## config.mk

```make
export PLATFORM = sky130hd
export DESIGN_NAME = lsu
export DESIGN_NICKNAME = d
export VERILOG_FILES = /design/src/rtl/lsu_pkg.sv /design/src/rtl/lsu_lane.sv /design/src/rtl/lsu.sv
export SDC_FILE = /design/constraint.sdc
export NUM_CORES = 1
export LEC_CHECK = 0
export ABC_AREA = 1
export BUFFER_PORTS_ARGS = -buffer_cell sky130_fd_sc_hd__buf_4
export CAP_MARGIN = 40
export CORE_UTILIZATION = 35
export DETAILED_ROUTE_END_ITERATION = 7
export GPL_TIMING_DRIVEN = 0
export MAX_ROUTING_LAYER = met4
export PLACE_DENSITY = 0.57
export SYNTH_ARGS = -nofsm -noshare
export SYNTH_HDL_FRONTEND = slang
export SYNTH_SLANG_ARGS = --single-unit
```

## constraint.sdc

```tcl
create_clock -name clk -period 8.4 [get_ports clk]
set_clock_uncertainty 0.15 [all_clocks]
set_input_delay 1.26 -clock clk [delete_from_list [all_inputs] [get_ports clk]]
set_output_delay 1.26 -clock clk [all_outputs]
set_load 0.01 [all_outputs]
```

## src/rtl/lsu_pkg.sv

```systemverilog
// lsu_pkg: shared definitions for the load/store unit.
//   SIZE_B/SIZE_H/SIZE_W : request size encodings (2'b11 is illegal)
//   state_t              : FSM states of lsu
//   misaligned()         : true when a size/offset pair is not naturally aligned
//   norm_size/norm_off() : legalise size and offset when alignment checking is off
package lsu_pkg;

  localparam logic [1:0] SIZE_B = 2'b00;
  localparam logic [1:0] SIZE_H = 2'b01;
  localparam logic [1:0] SIZE_W = 2'b10;

  typedef enum logic [1:0] {
    S_IDLE = 2'd0,
    S_RD   = 2'd1,
    S_DATA = 2'd2,
    S_WR   = 2'd3
  } state_t;

  function automatic logic misaligned(input logic [1:0] size, input logic [1:0] off);
    case (size)
      SIZE_B:  return 1'b0;
      SIZE_H:  return off[0];
      SIZE_W:  return (off != 2'b00);
      default: return 1'b1;
    endcase
  endfunction

  // Illegal size 11 behaves as a word access.
  function automatic logic [1:0] norm_size(input logic [1:0] size);
    return (size == 2'b11) ? SIZE_W : size;
  endfunction

  // Drop offset bits that would make the access misaligned.
  function automatic logic [1:0] norm_off(input logic [1:0] size, input logic [1:0] off);
    case (size)
      SIZE_B:  return off;
      SIZE_H:  return {off[1], 1'b0};
      default: return 2'b00;
    endcase
  endfunction

endpackage

```

## src/rtl/lsu_lane.sv

```systemverilog
// lsu_lane: combinational lane logic for the load/store unit.
//   size, off  : normalised access size and byte offset within the word
//   uns        : zero-extend loads instead of sign-extending
//   rdata      : word read from the RAM
//   wdata      : right-aligned store data
//   load_data  : extracted and extended load result
//   store_word : rdata with the selected lanes replaced by wdata
module lsu_lane
  import lsu_pkg::*;
(
  input  logic [1:0]  size,
  input  logic [1:0]  off,
  input  logic        uns,
  input  logic [31:0] rdata,
  input  logic [31:0] wdata,
  output logic [31:0] load_data,
  output logic [31:0] store_word
);

  logic [7:0]  byte_sel;
  logic [15:0] half_sel;

  always_comb begin
    byte_sel   = rdata[{off, 3'b000} +: 8];
    half_sel   = rdata[{off[1], 4'b0000} +: 16];
    load_data  = rdata;
    store_word = rdata;
    case (size)
      SIZE_B: begin
        load_data = {{24{byte_sel[7] & ~uns}}, byte_sel};
        store_word[{off, 3'b000} +: 8] = wdata[7:0];
      end
      SIZE_H: begin
        load_data = {{16{half_sel[15] & ~uns}}, half_sel};
        store_word[{off[1], 4'b0000} +: 16] = wdata[15:0];
      end
      default: begin
        load_data  = rdata;
        store_word = wdata;
      end
    endcase
  end

endmodule

```

## src/rtl/lsu.sv

```systemverilog
// lsu: load/store unit between the memory stage and a 128x32 word RAM with
// one-cycle registered reads and no byte enables (sub-word stores are RMW).
// Optional feature macro: LSU_ALIGN_CHECK_EN (misaligned/illegal-size requests
// get an error response; otherwise offending offset bits are dropped).
// Ports:
//   clk, rst                  : clock, async active-high reset
//   req_valid/req_ready       : request handshake (ready only in IDLE)
//   req_we/size/unsigned/addr/wdata : request fields (byte address)
//   rsp_valid/rsp_rdata/rsp_err     : one-cycle response pulse
//   mem_wren/mem_addr/mem_wdata/mem_rdata : RAM port
module lsu
  import lsu_pkg::*;
#(
  parameter int ADDR_W = 7
) (
  input  logic              clk,
  input  logic              rst,
  input  logic              req_valid,
  output logic              req_ready,
  input  logic              req_we,
  input  logic [1:0]        req_size,
  input  logic              req_unsigned,
  input  logic [ADDR_W+1:0] req_addr,
  input  logic [31:0]       req_wdata,
  output logic              rsp_valid,
  output logic [31:0]       rsp_rdata,
  output logic              rsp_err,
  output logic              mem_wren,
  output logic [ADDR_W-1:0] mem_addr,
  output logic [31:0]       mem_wdata,
  input  logic [31:0]       mem_rdata
);

  state_t            state_q, state_d;
  logic [ADDR_W+1:0] addr_q;
  logic [1:0]        size_q;
  logic              we_q;
  logic              uns_q;
  logic [31:0]       wdata_q;
  logic [31:0]       merge_q;

  logic              accept;
  logic              req_bad;
  logic [1:0]        req_size_n;
  logic [31:0]       load_data;
  logic [31:0]       store_word;

`ifdef LSU_ALIGN_CHECK_EN
  assign req_bad = misaligned(req_size, req_addr[1:0]);
`else
  assign req_bad = 1'b0;
`endif

  assign req_size_n = norm_size(req_size);
  assign accept     = req_valid && req_ready;
  assign mem_addr   = addr_q[ADDR_W+1:2];
  assign mem_wdata  = mem_wren ? merge_q : 32'h0;

  lsu_lane u_lane (
    .size       (size_q),
    .off        (addr_q[1:0]),
    .uns        (uns_q),
    .rdata      (mem_rdata),
    .wdata      (wdata_q),
    .load_data  (load_data),
    .store_word (store_word)
  );

  always_ff @(posedge clk or posedge rst) begin
    if (rst) state_q <= S_IDLE;
    else     state_q <= state_d;
  end

  always_comb begin
    state_d   = state_q;
    req_ready = 1'b0;
    mem_wren  = 1'b0;
    case (state_q)
      S_IDLE: begin
        req_ready = 1'b1;
        if (req_valid && !req_bad) begin
          if (req_we && req_size_n == SIZE_W) state_d = S_WR;
          else                                state_d = S_RD;
        end
      end
      S_RD:   state_d = S_DATA;
      S_DATA: state_d = we_q ? S_WR : S_IDLE;
      S_WR: begin
        mem_wren = 1'b1;
        state_d  = S_IDLE;
      end
      default: state_d = S_IDLE;
    endcase
  end

  always_ff @(posedge clk or posedge rst) begin
    if (rst) begin
      addr_q    <= '0;
      size_q    <= '0;
      we_q      <= 1'b0;
      uns_q     <= 1'b0;
      wdata_q   <= '0;
      merge_q   <= '0;
      rsp_valid <= 1'b0;
      rsp_rdata <= '0;
      rsp_err   <= 1'b0;
    end else begin
      rsp_valid <= 1'b0;
      rsp_rdata <= '0;
      rsp_err   <= 1'b0;
      if (accept) begin
        addr_q  <= {req_addr[ADDR_W+1:2], norm_off(req_size_n, req_addr[1:0])};
        size_q  <= req_size_n;
        we_q    <= req_we;
        uns_q   <= req_unsigned;
        wdata_q <= req_wdata;
        // Word stores skip the read, so the merged word is the store data itself.
        merge_q <= req_wdata;
        if (req_bad) begin
          rsp_valid <= 1'b1;
          rsp_err   <= 1'b1;
        end
      end
      if (state_q == S_DATA) begin
        if (we_q) begin
          merge_q <= store_word;
        end else begin
          rsp_valid <= 1'b1;
          rsp_rdata <= load_data;
        end
      end
      if (state_q == S_WR) rsp_valid <= 1'b1;
    end
  end

endmodule

```

# After elaboration in Yosys (flattened, before gate mapping)
# Index checks and enable logic that the tools add are counted.
# Widths: inputs -> output; s select.
word_totals:
  inputBits: 80
  ff_bits: 112
  out_inout_bits: 75
  elab_cells: 54
op_classes:
  n_reduce_logical: 5
  n_eq_ne: 8
  bitwise_logic: 3
  shifts: 6
  add_sub_neg: 2
  mux: 21
ops:
  columns: ["operator", "n"]
  rows:
  - ["$mux 32", 6]
  - ["$pmux 32 s2", 2]
  - ["$bwmux 32", 2]
  - ["$shift 16x7->32 const A", 1]
  - ["$shift 8x7->32 const A", 1]
  - ["$shiftx 16x7->32", 1]
  - ["$shiftx 32x6->16", 1]
  - ["$shiftx 32x6->8", 1]
  - ["$shiftx 8x7->32", 1]
  - ["$neg 5->7", 2]
  - ["$eq 2x2->1 const B", 4]
  - ["$mux 2", 4]
  - ["$pmux 2 s4", 1]
  - ["$eq 2x1->1 const B", 3]
  - ["$logic_not 2->1", 3]
  - ["$mux 1", 5]
  - ["$pmux 2 s2", 1]
  - ["$and 1x1->1", 2]
  - ["$logic_and 1x1->1", 2]
  - ["$ne 2x2->1 const B", 1]
  - ["$not 1->1", 1]

# Longest topological paths before layout
depth:
  word_depth: 7
  depth_mapped: 12
  depth_no_buf: 10

# Hierarchy
# From an unflattened synthesis, not the netlist that was laid out.
hier_totals:
  hier_cells: 999
  area_unflattened_um2: 6711.4
modules_own_cells:
  columns: ["module", "area_per_inst_um2", "n_inst", "cells_each"]
  rows:
  - ["lsu", 4870.9, 1, 595]
  - ["lsu_lane", 1840.5, 1, 404]

# Worst setup path before layout
# OpenSTA, ideal clock, no wires.
synth_timing:
  path_kind: "register to output"
  start: "reg state_q[1]"
  end: "out mem_wren"
  path_buffers: 1
  setup_slack_ns: 6.014
  arrival_time_ns: 0.976
  stages_incl_launch_ff: 4
  path_cell_list: "dfrtp_1 nand2_1 clkbuf_1 inv_1"
synth_via:
  elab_chain_len: 2
synth_rtl:
  columns: ["element", "line", "rtl"]
  rows:
  - ["from (decl)", "lsu.sv:34", "state_t state_q, state_d;"]
  - ["from (signal assigned)", "lsu.sv:71", "else state_q <= state_d;"]
  - ["$eq 2x2->1", "lsu.sv:78", "case (state_q)"]
  - ["$mux 1", "lsu.sv:78", null]
  - ["to (decl)", "lsu.sv:28", "output logic mem_wren,"]
# No other way between the ends.

# Worst setup path after layout
layout_timing:
  start: "reg state_q[1]"
  end: "out mem_wdata[15]"
layout_via:
  elab_chain_len: 3
layout_rtl:
  columns: ["element", "line", "rtl"]
  rows:
  - ["$eq 2x2->1", "lsu.sv:78", null]
  - ["$mux 1", "lsu.sv:78", null]
  - ["$mux 32", "lsu.sv:57", "assign mem_wdata = mem_wren ? merge_q : 32'h0;"]
  - ["to (decl)", "lsu.sv:30", "output logic [31:0] mem_wdata,"]
# No other way between the ends.

==> summary.txt <==
Status
  • Status: complete, no violations

Clock network
  • Clock tree buffer depth: 2
  • Clk root buf: clkbuf_16
  • CTS tree: built
  • CTS Buf Count: 9
  • Post_cts resized: 0
  • Clock-pin slew on the worst setup and hold paths: 80 ps
  • Cts hold-fix bufs: 0
  • Clock sink count: 112
  • Htree depth: 3
  • Postcts setup bufs: 0
  • Skew-Pair Late Insertion Delay: 370 ps

Placed design
  • PortBufs: 153
  • GPL Wtd Cong: 0.958
  • DP Worst Slack: 5280 ps
  • Placed Area: 0.00828 mm²
  • Post-Place Cells: 1413
  • Hpwl dp: 19.0 mm

Synth
  • Syn avg cell area: 6.78 µm²
  • Top-count cell post-synth: nand2_1
  • Seq/Total Area, Yosys: 41.4%
  • Synth Register Bits: 112
  • Most frequent cells after synthesis: 269 x nand2_1, 119 x inv_1, 112 x dfrtp_1, 112 x nor2_1, 96 x a21oi_1
  • Post-synth top area share: 41.4%
  • Synth area leader: dfrtp_1
  • Gate Count Post-Synth: 999
  • Synth async-reset ratio: 100%
  • Synth area leaders: dfrtp_1 41%, nand2_1 15%, a21oi_1 7.1%
  • Post-synth EDFFs: 0
  • Synth Cell Area: 0.00678 mm²
  • Main flop type after synthesis: dfrtp_1
  • Synth warn: 0
  • Cell variety after synth: 27
  • Post-Syn Nets: 1084

Timing
  • Final hold violation count: 0
  • WHS: 333 ps
  • Max-slew headroom: 47.3%
  • Unrepaired setup endpoints after global routing: false
  • Final setup margin: 4930 ps
  • TNS Setup: 0 ps
  • Fmax: 288 MHz
  • Pins Over Slew Limit: 0
  • Share of the cycle needed by the critical path after routing: 41.3%
  • Final min period: 3470 ps
  • Final setup violation count: 0
  • Worst Tran Pin Value: 791 ps

Floorplanning
  • # rows: 50
  • Total core area: 0.0188 mm²
  • Die Height: 141 µm
  • Chip Width: 141 µm
  • Initial Util: 36.0%
  • I/O Pins: 155
  • Die area: 0.0199 mm²

Layout
  • Layout cells sized above 1: 20.3%
  • Layout Cells excl Fill: 1429
  • Multi-input logic area: 0.00313 mm²
  • ANT cells: 0
  • Post-layout util: 45.6%
  • Nets: 1249
  • Fill cell count: 2043
  • Storage element area: 0.00280 mm²
  • Final Cell Area: 0.00859 mm²
  • Layout area overhead: 26.7%

Power and ir drop
  • LEAKAGE: 4.52 nW
  • VDD IR max: 0.180 mV
  • Tot Pwr: 3.02 mW
  • Power per cell area: 352 mW/mm²

Job
  • Max-cap violations: 0

Critical path
  • Max FO, Critical Path: 10
  • Type of the worst setup path: flip-flop to output port
  • Crit. End Element: output port
  • Req. time, crit path: 6990 ps
  • Critical Path Start Type: flip-flop
  • Data arrival time of the worst path: 2060 ps

Route
  • Antenna viol nets, final: 0
  • DR vias/cell: 5.00
  • Drt wl/cell: 17.5 µm
  • Via count: 7148
  • Initial DRC count: 523
  • Total Wirelength: 25.0 mm
  • Residual DRC count: 0
  • First drt pass iteration count: 5

Global routing
  • First-pass GRT wire length: 38.4 mm
  • Largest net degree at the start of global routing: 60
  • Vias in the first global route: 6681
  • GR Overflow Total: 0
  • GRT Total Usage: 26.5%
  • Initial antenna violation count: 0

Worst hold path
  • Hold Path Class: flip-flop to flip-flop
final cells by class:
cell class / count / area share, %
multi-input cells: 690 / 36.4
flip-flops and latches: 112 / 32.6
repair buffers: 154 / 13.7
inverters: 132 / 5.86
plain buffers: 65 / 4.08
well taps: 260 / 3.79
clock buffers: 10 / 2.67
clock inverters: 6 / 0.874
layout by cell type (no fill, tap or decap):
cell type   Yosys  routed
o21ai_0        92      92
conb_1          1       1
nand4_2         1       1
clkbuf_1       20      21
inv_6           0       3
nand4_1         9       9
buf_6           2       2
inv_4           1       1
clkinvlp_4      0       1
a21oi_1        96      96
a21oi_2         1       1
inv_8           0       1
dfrtp_1       112     112
buf_4          15     168
buf_2          28      28
nand2_1       269     269
clkinv_4        0       1
nand3b_1        1       1
inv_2           9       9
clkbuf_16       0       9
o21ai_1        22      22
bufinv_16       0       1
nand2_2         3       3
o211ai_1       21      21
inv_1         119     118
nand3_1        47      47
o22ai_1         2       2
nor2_4          4       4
nor2_2          3       3
clkinv_1        3       3
nor3_1          1       1
buf_16          0       1
nor2_1        112     112
ha_1            5       5
report_power, final:
| group | internal (mW) | total, mW | switching, mW |
|---|---|---|---|
| registers | 0.768 | 0.906 | 0.137 |
| clock network | 0.237 | 0.461 | 0.224 |
| logic | 0.570 | 1.66 | 1.09 |
| total | 1.58 | 3.02 | 1.45 |
sequential cells by signal (all words and copies together) (netlist names):
name and count:
state_q 2, we_q 1, rsp_rdata 32, addr_q 9, size_q 2, uns_q 1
wdata_q 32, merge_q 32, rsp_valid 1
logic make-up (layout without fill, tap and decap cells):
| kind of cell | Yosys count | count (layout) | synth area share, % |
|---|---|---|---|
| other | 1 | 1 | 0.0553 |
| flip-flops | 112 | 112 | 41.4 |
| AO/OA/AOI/OAI | 234 | 234 | 18.1 |
| adder cells (fa/ha/maj) | 5 | 5 | 0.923 |
| AND/OR/NAND/NOR | 450 | 450 | 27.0 |
| buffers and inverters | 197 | 367 | 12.5 |
layer usage:
| metal | vias up | global-route usage (%) | wire length [µm] |
|---|---|---|---|
| met4 | 0 | 7.27 | 481 |
| met1 | 3358 | 36.0 | 11500 |
| met3 | 35 | 4.52 | 1570 |
| li1 | 3489 | - | - |
| met2 | 266 | 40.7 | 11400 |
| met5 | - | - | 0 |
worst max-delay path: stages, from the launching register on:
cell,delay [ps]
dfrtp_1,430
nand2_1,270
clkbuf_1,640
nor2_1,160
buf_4,190
final timing paths:
path | start | end | slack, ps | depth (start not counted)
max in group asynchronous | rst | merge_q[22]$_DFF_PP0_ | 6640 | 3
min in group asynchronous | rst | rsp_rdata[20]$_DFF_PP0_ | 780 | 2
setup / recovery | state_q[1]$_DFFE_PP0P_ | mem_wdata[15] | 4930 | 4
hold reg to reg | addr_q[5]$_DFFE_PP0P_ | addr_q[5]$_DFFE_PP0P_ | 330 | 2
hold / removal | addr_q[5]$_DFFE_PP0P_ | addr_q[5]$_DFFE_PP0P_ | 330 | 2
setup reg to reg | addr_q[1]$_DFFE_PP0P_ | merge_q[27]$_DFF_PP0_ | 5910 | 9
No activity file was read; power rests on OpenSTA's default activity.
